File: config.mk
export PLATFORM = sky130hd
export DESIGN_NAME = apb_cmd_master
export DESIGN_NICKNAME = d
export VERILOG_FILES = /design/src/rtl/apb_cmd_master.sv
export SDC_FILE = /design/constraint.sdc
export NUM_CORES = 1
export LEC_CHECK = 0
export ABC_AREA = 1
export ABC_CLOCK_PERIOD_IN_PS = 1390
export BUFFER_PORTS_ARGS = -buffer_cell sky130_fd_sc_hd__buf_2
export CAP_MARGIN = 30
export CELL_PAD_IN_SITES_DETAIL_PLACEMENT = 1
export CELL_PAD_IN_SITES_GLOBAL_PLACEMENT = 2
export CORE_ASPECT_RATIO = 1.5
export CORE_MARGIN = 3
export CORE_UTILIZATION = 26
export DETAILED_ROUTE_END_ITERATION = 6
export MAX_ROUTING_LAYER = met4
export PLACE_DENSITY_LB_ADDON = 0.1
export REMOVE_ABC_BUFFERS = 1
export SYNTH_ARGS = -nofsm -noshare
export SYNTH_HDL_FRONTEND = slang
export SYNTH_SLANG_ARGS = --single-unit
File: constraint.sdc
create_clock -name PCLK -period 1.39 [get_ports PCLK]
set_clock_uncertainty 0.05 [all_clocks]
set_input_delay 0 -clock PCLK [delete_from_list [all_inputs] [get_ports PCLK]]
set_output_delay 0 -clock PCLK [all_outputs]
set_load 0.01 [all_outputs]
File: src/rtl/apb_cmd_master.sv
// apb_cmd_master: valid/ready command port to APB3 master bridge, one transfer at a time.
// Define APB_TIMEOUT_EN to abort ACCESS after TIMEOUT_CYCLES wait states with PREADY low.
module apb_cmd_master #(
  parameter int ADDR_WIDTH     = 8,
  parameter int DATA_WIDTH     = 8,
  parameter int TIMEOUT_CYCLES = 16
) (
  input  logic                  PCLK,
  input  logic                  PRESET,
  input  logic                  cmd_valid,
  output logic                  cmd_ready,
  input  logic                  cmd_write,
  input  logic [ADDR_WIDTH-1:0] cmd_addr,
  input  logic [DATA_WIDTH-1:0] cmd_wdata,
  output logic                  rsp_valid,
  input  logic                  rsp_ready,
  output logic [DATA_WIDTH-1:0] rsp_rdata,
  output logic                  rsp_err,
  output logic                  rsp_timeout,
  output logic                  PSEL,
  output logic                  PENABLE,
  output logic                  PWRITE,
  output logic [ADDR_WIDTH-1:0] PADDR,
  output logic [DATA_WIDTH-1:0] PWDATA,
  input  logic [DATA_WIDTH-1:0] PRDATA,
  input  logic                  PREADY,
  input  logic                  PSLVERR
);
  typedef enum logic [1:0] {IDLE, SETUP, ACCESS, RESP} state_t;
  state_t state, state_nx;
  logic psel_nx, penable_nx, pwrite_nx, rsp_valid_nx, rsp_err_nx, rsp_timeout_nx;
  logic [ADDR_WIDTH-1:0] paddr_nx;
  logic [DATA_WIDTH-1:0] pwdata_nx, rsp_rdata_nx;
  logic expire;
  assign cmd_ready = state == IDLE;
`ifdef APB_TIMEOUT_EN
  localparam int CW = $clog2(TIMEOUT_CYCLES + 1);
  logic [CW-1:0] wait_cnt;
  // Held at zero outside ACCESS, so it is already clear on entry.
  always_ff @(posedge PCLK or posedge PRESET)
    if (PRESET) wait_cnt <= '0;
    else wait_cnt <= (state != ACCESS) ? '0 : PREADY ? wait_cnt : wait_cnt + 1'b1;
  assign expire = state == ACCESS && !PREADY && wait_cnt == CW'(TIMEOUT_CYCLES);
`else
  assign expire = 1'b0;
`endif
  always_comb begin
    state_nx       = state;
    psel_nx        = PSEL;
    penable_nx     = PENABLE;
    pwrite_nx      = PWRITE;
    paddr_nx       = PADDR;
    pwdata_nx      = PWDATA;
    rsp_valid_nx   = rsp_valid;
    rsp_rdata_nx   = rsp_rdata;
    rsp_err_nx     = rsp_err;
    rsp_timeout_nx = rsp_timeout;
    case (state)
      IDLE: if (cmd_valid) begin
        state_nx  = SETUP;
        psel_nx   = 1'b1;
        pwrite_nx = cmd_write;
        paddr_nx  = cmd_addr;
        pwdata_nx = cmd_wdata;
      end
      SETUP: begin
        state_nx   = ACCESS;
        penable_nx = 1'b1;
      end
      ACCESS: if (PREADY || expire) begin
        state_nx       = RESP;
        psel_nx        = 1'b0;
        penable_nx     = 1'b0;
        rsp_valid_nx   = 1'b1;
        rsp_rdata_nx   = (PREADY && !PWRITE) ? PRDATA : '0;
        rsp_err_nx     = PREADY ? PSLVERR : 1'b1;
        rsp_timeout_nx = !PREADY;
      end
      RESP: if (rsp_ready) begin
        state_nx     = IDLE;
        rsp_valid_nx = 1'b0;
      end
      default: state_nx = IDLE;
    endcase
  end
  always_ff @(posedge PCLK or posedge PRESET)
    if (PRESET) begin
      state       <= IDLE;
      PSEL        <= 1'b0;
      PENABLE     <= 1'b0;
      PWRITE      <= 1'b0;
      PADDR       <= '0;
      PWDATA      <= '0;
      rsp_valid   <= 1'b0;
      rsp_rdata   <= '0;
      rsp_err     <= 1'b0;
      rsp_timeout <= 1'b0;
    end else begin
      state       <= state_nx;
      PSEL        <= psel_nx;
      PENABLE     <= penable_nx;
      PWRITE      <= pwrite_nx;
      PADDR       <= paddr_nx;
      PWDATA      <= pwdata_nx;
      rsp_valid   <= rsp_valid_nx;
      rsp_rdata   <= rsp_rdata_nx;
      rsp_err     <= rsp_err_nx;
      rsp_timeout <= rsp_timeout_nx;
    end
endmodule
### Yosys cells after proc, flatten, opt, wreduce, memory -nomap -nowiden

Cells that the tools add are included.

| word-level totals | value |
|---|---|
| logic and storage cells | 41 |
| output and inout bits | 31 |
| input port bits | 31 |
| register bits after elaboration | 32 |

| operators by class | value |
|---|---|
| reductions and logical operators | 13 |
| multiplexer cells | 12 |
| equality and inequality tests | 6 |

Operators with widths:

| kind | number |
|---|---|
| 3-bit AND reduction | 3 |
| 8-bit two-way mux | 1 |
| 2-bit one-hot mux with 4 select lines | 1 |
| 2-bit two-way mux | 3 |
| 2-bit != test, second input constant | 3 |
| 1-bit one-hot mux with 2 select lines | 3 |
| 2-bit AND reduction | 3 |
| 2-bit nonzero test | 3 |
| 2-bit equality test, second input constant | 2 |
| 1-bit two-way mux | 4 |
| 2-bit by 1-bit equality test with 1-bit output, second input constant | 1 |
| 1-bit zero test | 2 |
| 2-bit zero test | 1 |
| 1-bit logical AND | 1 |

### Longest topological paths before layout

| depth | value |
|---|---|
| word-level depth | 3 |
| gate-level depth with buffers | 8 |
| mapped depth without buffers | 8 |

### Worst setup path before layout

Ideal clock, no wire load.

| timing | value |
|---|---|
| path type | reg-to-reg |
| start point | register state[0] |
| end point | register PADDR[1] |
| buffers on the path | 2 |
| period minus slack after synthesis | 1.258 ns |
| stages on the path, launching flop included | 8 |
| data arrival time | 1.091 ns |
| data required time | 1.223 ns |
| setup time | 0.117 ns |
| setup slack | 0.132 ns |
| cell sequence | dfrtp_1 > inv_1 > ha_1 > buf_4 > nand2_4 > buf_6 > nand2_1 > nand2_1 |

| between the ends | value |
|---|---|
| word-level cells in the longest chain between the ends | 2 |

Ends and longest elaborated chain:

| what | line | text |
|---|---|---|
| from (decl) | 30 | `state_t state, state_nx;` |
| from (signal assigned) | 99 | `state <= state_nx;` |
| 2-bit zero test | 58 | `case (state)` |
| 2-bit AND reduction (no line) | -- |  |
| to (signal assigned) | 103 | `PADDR <= paddr_nx;` |
| to (decl) | 23 | `output logic [ADDR_WIDTH-1:0] PADDR,` |

No other way between the ends.
A chain may end at the register's enable or synchronous reset.

### Worst setup path after layout

| timing | value |
|---|---|
| start point | register state[0] |
| end point | register rsp_rdata[2] |

| between the ends | value |
|---|---|
| word-level cells in the longest chain between the ends | 2 |

Ends and longest elaborated chain:

| what | line | text |
|---|---|---|
| 2-bit equality test | 58 |  |
| 2-bit AND reduction (no line) | -- |  |
| to (signal assigned) | 106 | `rsp_rdata <= rsp_rdata_nx;` |
| to (decl) | 17 | `output logic [DATA_WIDTH-1:0] rsp_rdata,` |

No other way between the ends.

==> metrics.txt <==
leak pwr=1.25 nW; Critical R2R Launch=state[0]; CTS H-tree lvls=2; hold crit path type=input pin to flip-flop; placed cells=292; worst rel slew slack=0.713; Synth Warn #=0; WS Path Type=flip-flop to flip-flop; status=finished clean; period utilisation layout=0.921; Worst-Margin Slew=430 ps; std cell rows=32; # Post-CTS Setup Buffers=0; total gr overflow=0; Final setup viols=0; routed vias/inst=4.37; Sink Count=32; min-delay src=cmd_valid; type of destination of the critical path=flip-flop; Mean Syn Cell Area=8.76 um2; DR WL/cell=13.0 um; # diodes=0; DIE AREA=6540 um2; Max-Cap Viols=0; #FFs+latches synth=32; Setup crit start=state[0]; Initial Util=0.275; clock root buffer=clkbuf_8; Post-Syn Instances=166; largest net degree at the start of global routing=33; initial antenna violation count=0; Core Region=5290 um2; Arr. time, crit path=1450 ps; Worst Path Max Fanout=11; library cells used by synthesis=15; Area growth syn-to-layout=50.3%; post-synthesis sequential area ratio=0.551; CTS Buf Count=5; Final Worst Setup Slack=109 ps; Clock Tree Buf Depth=2; via count=1430; Post-DRT Antenna Nets=0; f_max=781 MHz; fin. max-slew vios=0; DRC Markers=0; RSZ-0062 raised after global routing=false; worst endpoint required time=1560 ps; fin crit period=1280 ps; Final Hold Viols=0; Routed WL=4.24 mm; IO Port Bufs=61; die height=97.6 um; area of the mapped netlist=1450 um2; Non-Filler Instances=327; first-pass GRT wire length=7.02 mm; # IOs=62; Post-DP HPWL=3.04 mm; GR Util All Layers=0.143; initial drt markers=29; die width=67.1 um; GP Congestion=0.702; final net count=295; vias in the first global route=1565; clock input transition at the sequential cells of the worst setup and hold paths=70 ps; layout cells sized above 1=0.309; Skew-Pair Late Insertion Delay=280 ps; CTS tree=built; worst slack, placed=-26.0 ps; CP Launch Type=flip-flop; Power Density=1960 nW/um2; peak supply drop=0.000727 V; First-pass DRT Iterations=4; flop-to-flop setup slack=110 ps
[cell families (layout without fill, tap and decap cells)]
logic type | Yosys count | count (layout) | share of synthesized area
DFF | 32 | 32 | 0.551
buffers and inverters | 19 | 112 | 0.0740
and+or+nand+nor | 108 | 108 | 0.320
AOI/OAI and AO/OA | 1 | 1 | 0.00344
adders and majority gates | 6 | 6 | 0.0516
[final cells by class]
cell class | count | area [um2]
Fill cell | 658 | 3100
Sequential cell | 32 | 802
Timing Repair Buffer | 91 | 602
Multi-Input combinational cell | 115 | 553
Clock buffer | 8 | 90.1
Tap cell | 68 | 85.1
Inverter | 13 | 53.8
[cell usage in the layout (no fill, tap or decap), types with 4 or more instances in the layout]
| cell type | count |
|---|---|
| nand3_1 | 27 |
| clkbuf_8 | 6 |
| ha_1 | 4 |
| dlygate4sd3_1 | 27 |
| nand2_1 | 73 |
| inv_1 | 9 |
| dfrtp_1 | 31 |
| buf_2 | 61 |
[critical path, cell delays in order (launching register included)]
cell and delay, ps:
dfrtp_2 430, inv_2 100, ha_2 230, nand2_4 120, inv_6 120, nand3_1 80
nand2_1 70
[power breakdown]
part | total (mW) | switching, mW | internal (mW) | leakage [nW]
Combinational | 1.92 | 1.15 | 0.775 | 0.799
Sequential | 1.61 | 0.251 | 1.36 | 0.403
Clock | 0.740 | 0.336 | 0.404 | 0.0455
[cell usage after synthesis]
cell	count	area (um2)
clkinv_1	1	3.75
inv_4	1	6.26
ha_1	6	75.1
buf_8	1	15.0
nand3_1	27	135
inv_1	11	41.3
nand3_2	1	10.0
buf_4	4	30.0
nand2_4	2	22.5
nand2_1	74	278
nor2_1	2	7.51
nand4_1	2	12.5
dfrtp_1	32	801
buf_6	1	11.3
a21oi_1	1	5.00
[state kept, by name, summed over array words and instances (netlist names)]
name	flops
PADDR	8
PWDATA	8
rsp_rdata	8
state	2
PENABLE	1
PSEL	1
PWRITE	1
rsp_err	1
rsp_timeout	1
rsp_valid	1
[worst paths after layout]
check / to / depth (start not counted)
max in group asynchronous: state[0] / 4
hold / removal: PADDR[3] / 3
setup reg to reg: rsp_rdata[2] / 6
min in group asynchronous: PWDATA[0] / 4
hold reg to reg: PSEL / 2
setup / recovery: rsp_rdata[2] / 6
[per-stage QoR]
step | total power, mW | util | instance area (um2) | setup TNS (ps) | hold WS, ps
final | 4.27 | 0.414 | 2190 | 0 | 15.1
after global routing | 4.70 | 0.414 | 2190 | 0 | 40.3
after CTS | 4.36 | 0.412 | 2180 | 0 | 22.3
after detailed placement | 3.50 | 0.343 | 1810 | -42.9 | 73.3
after global placement | 3.42 | 0.343 | 1810 | 0 | 63.0
after floorplan | 2.69 | - | 1400 | -1260 | 59.6
[repair_timing]
action,CTS,global route
endpoints found under the setup margin,6,24
resized for setup,3,5
endpoints found under the hold margin,58,0
hold buffers,27,0
[per-layer routing]
metal	part of all wire	routed length, um	track usage	vias up
li1	-	-	-	699
met1	0.38	1620	0.145	681
met2	0.55	2330	0.263	45
met3	0.052	221	0.0278	5
met4	0.016	66	0.0469	0
met5	0	0	-	-
No activity file was read; power rests on OpenSTA's default activity.
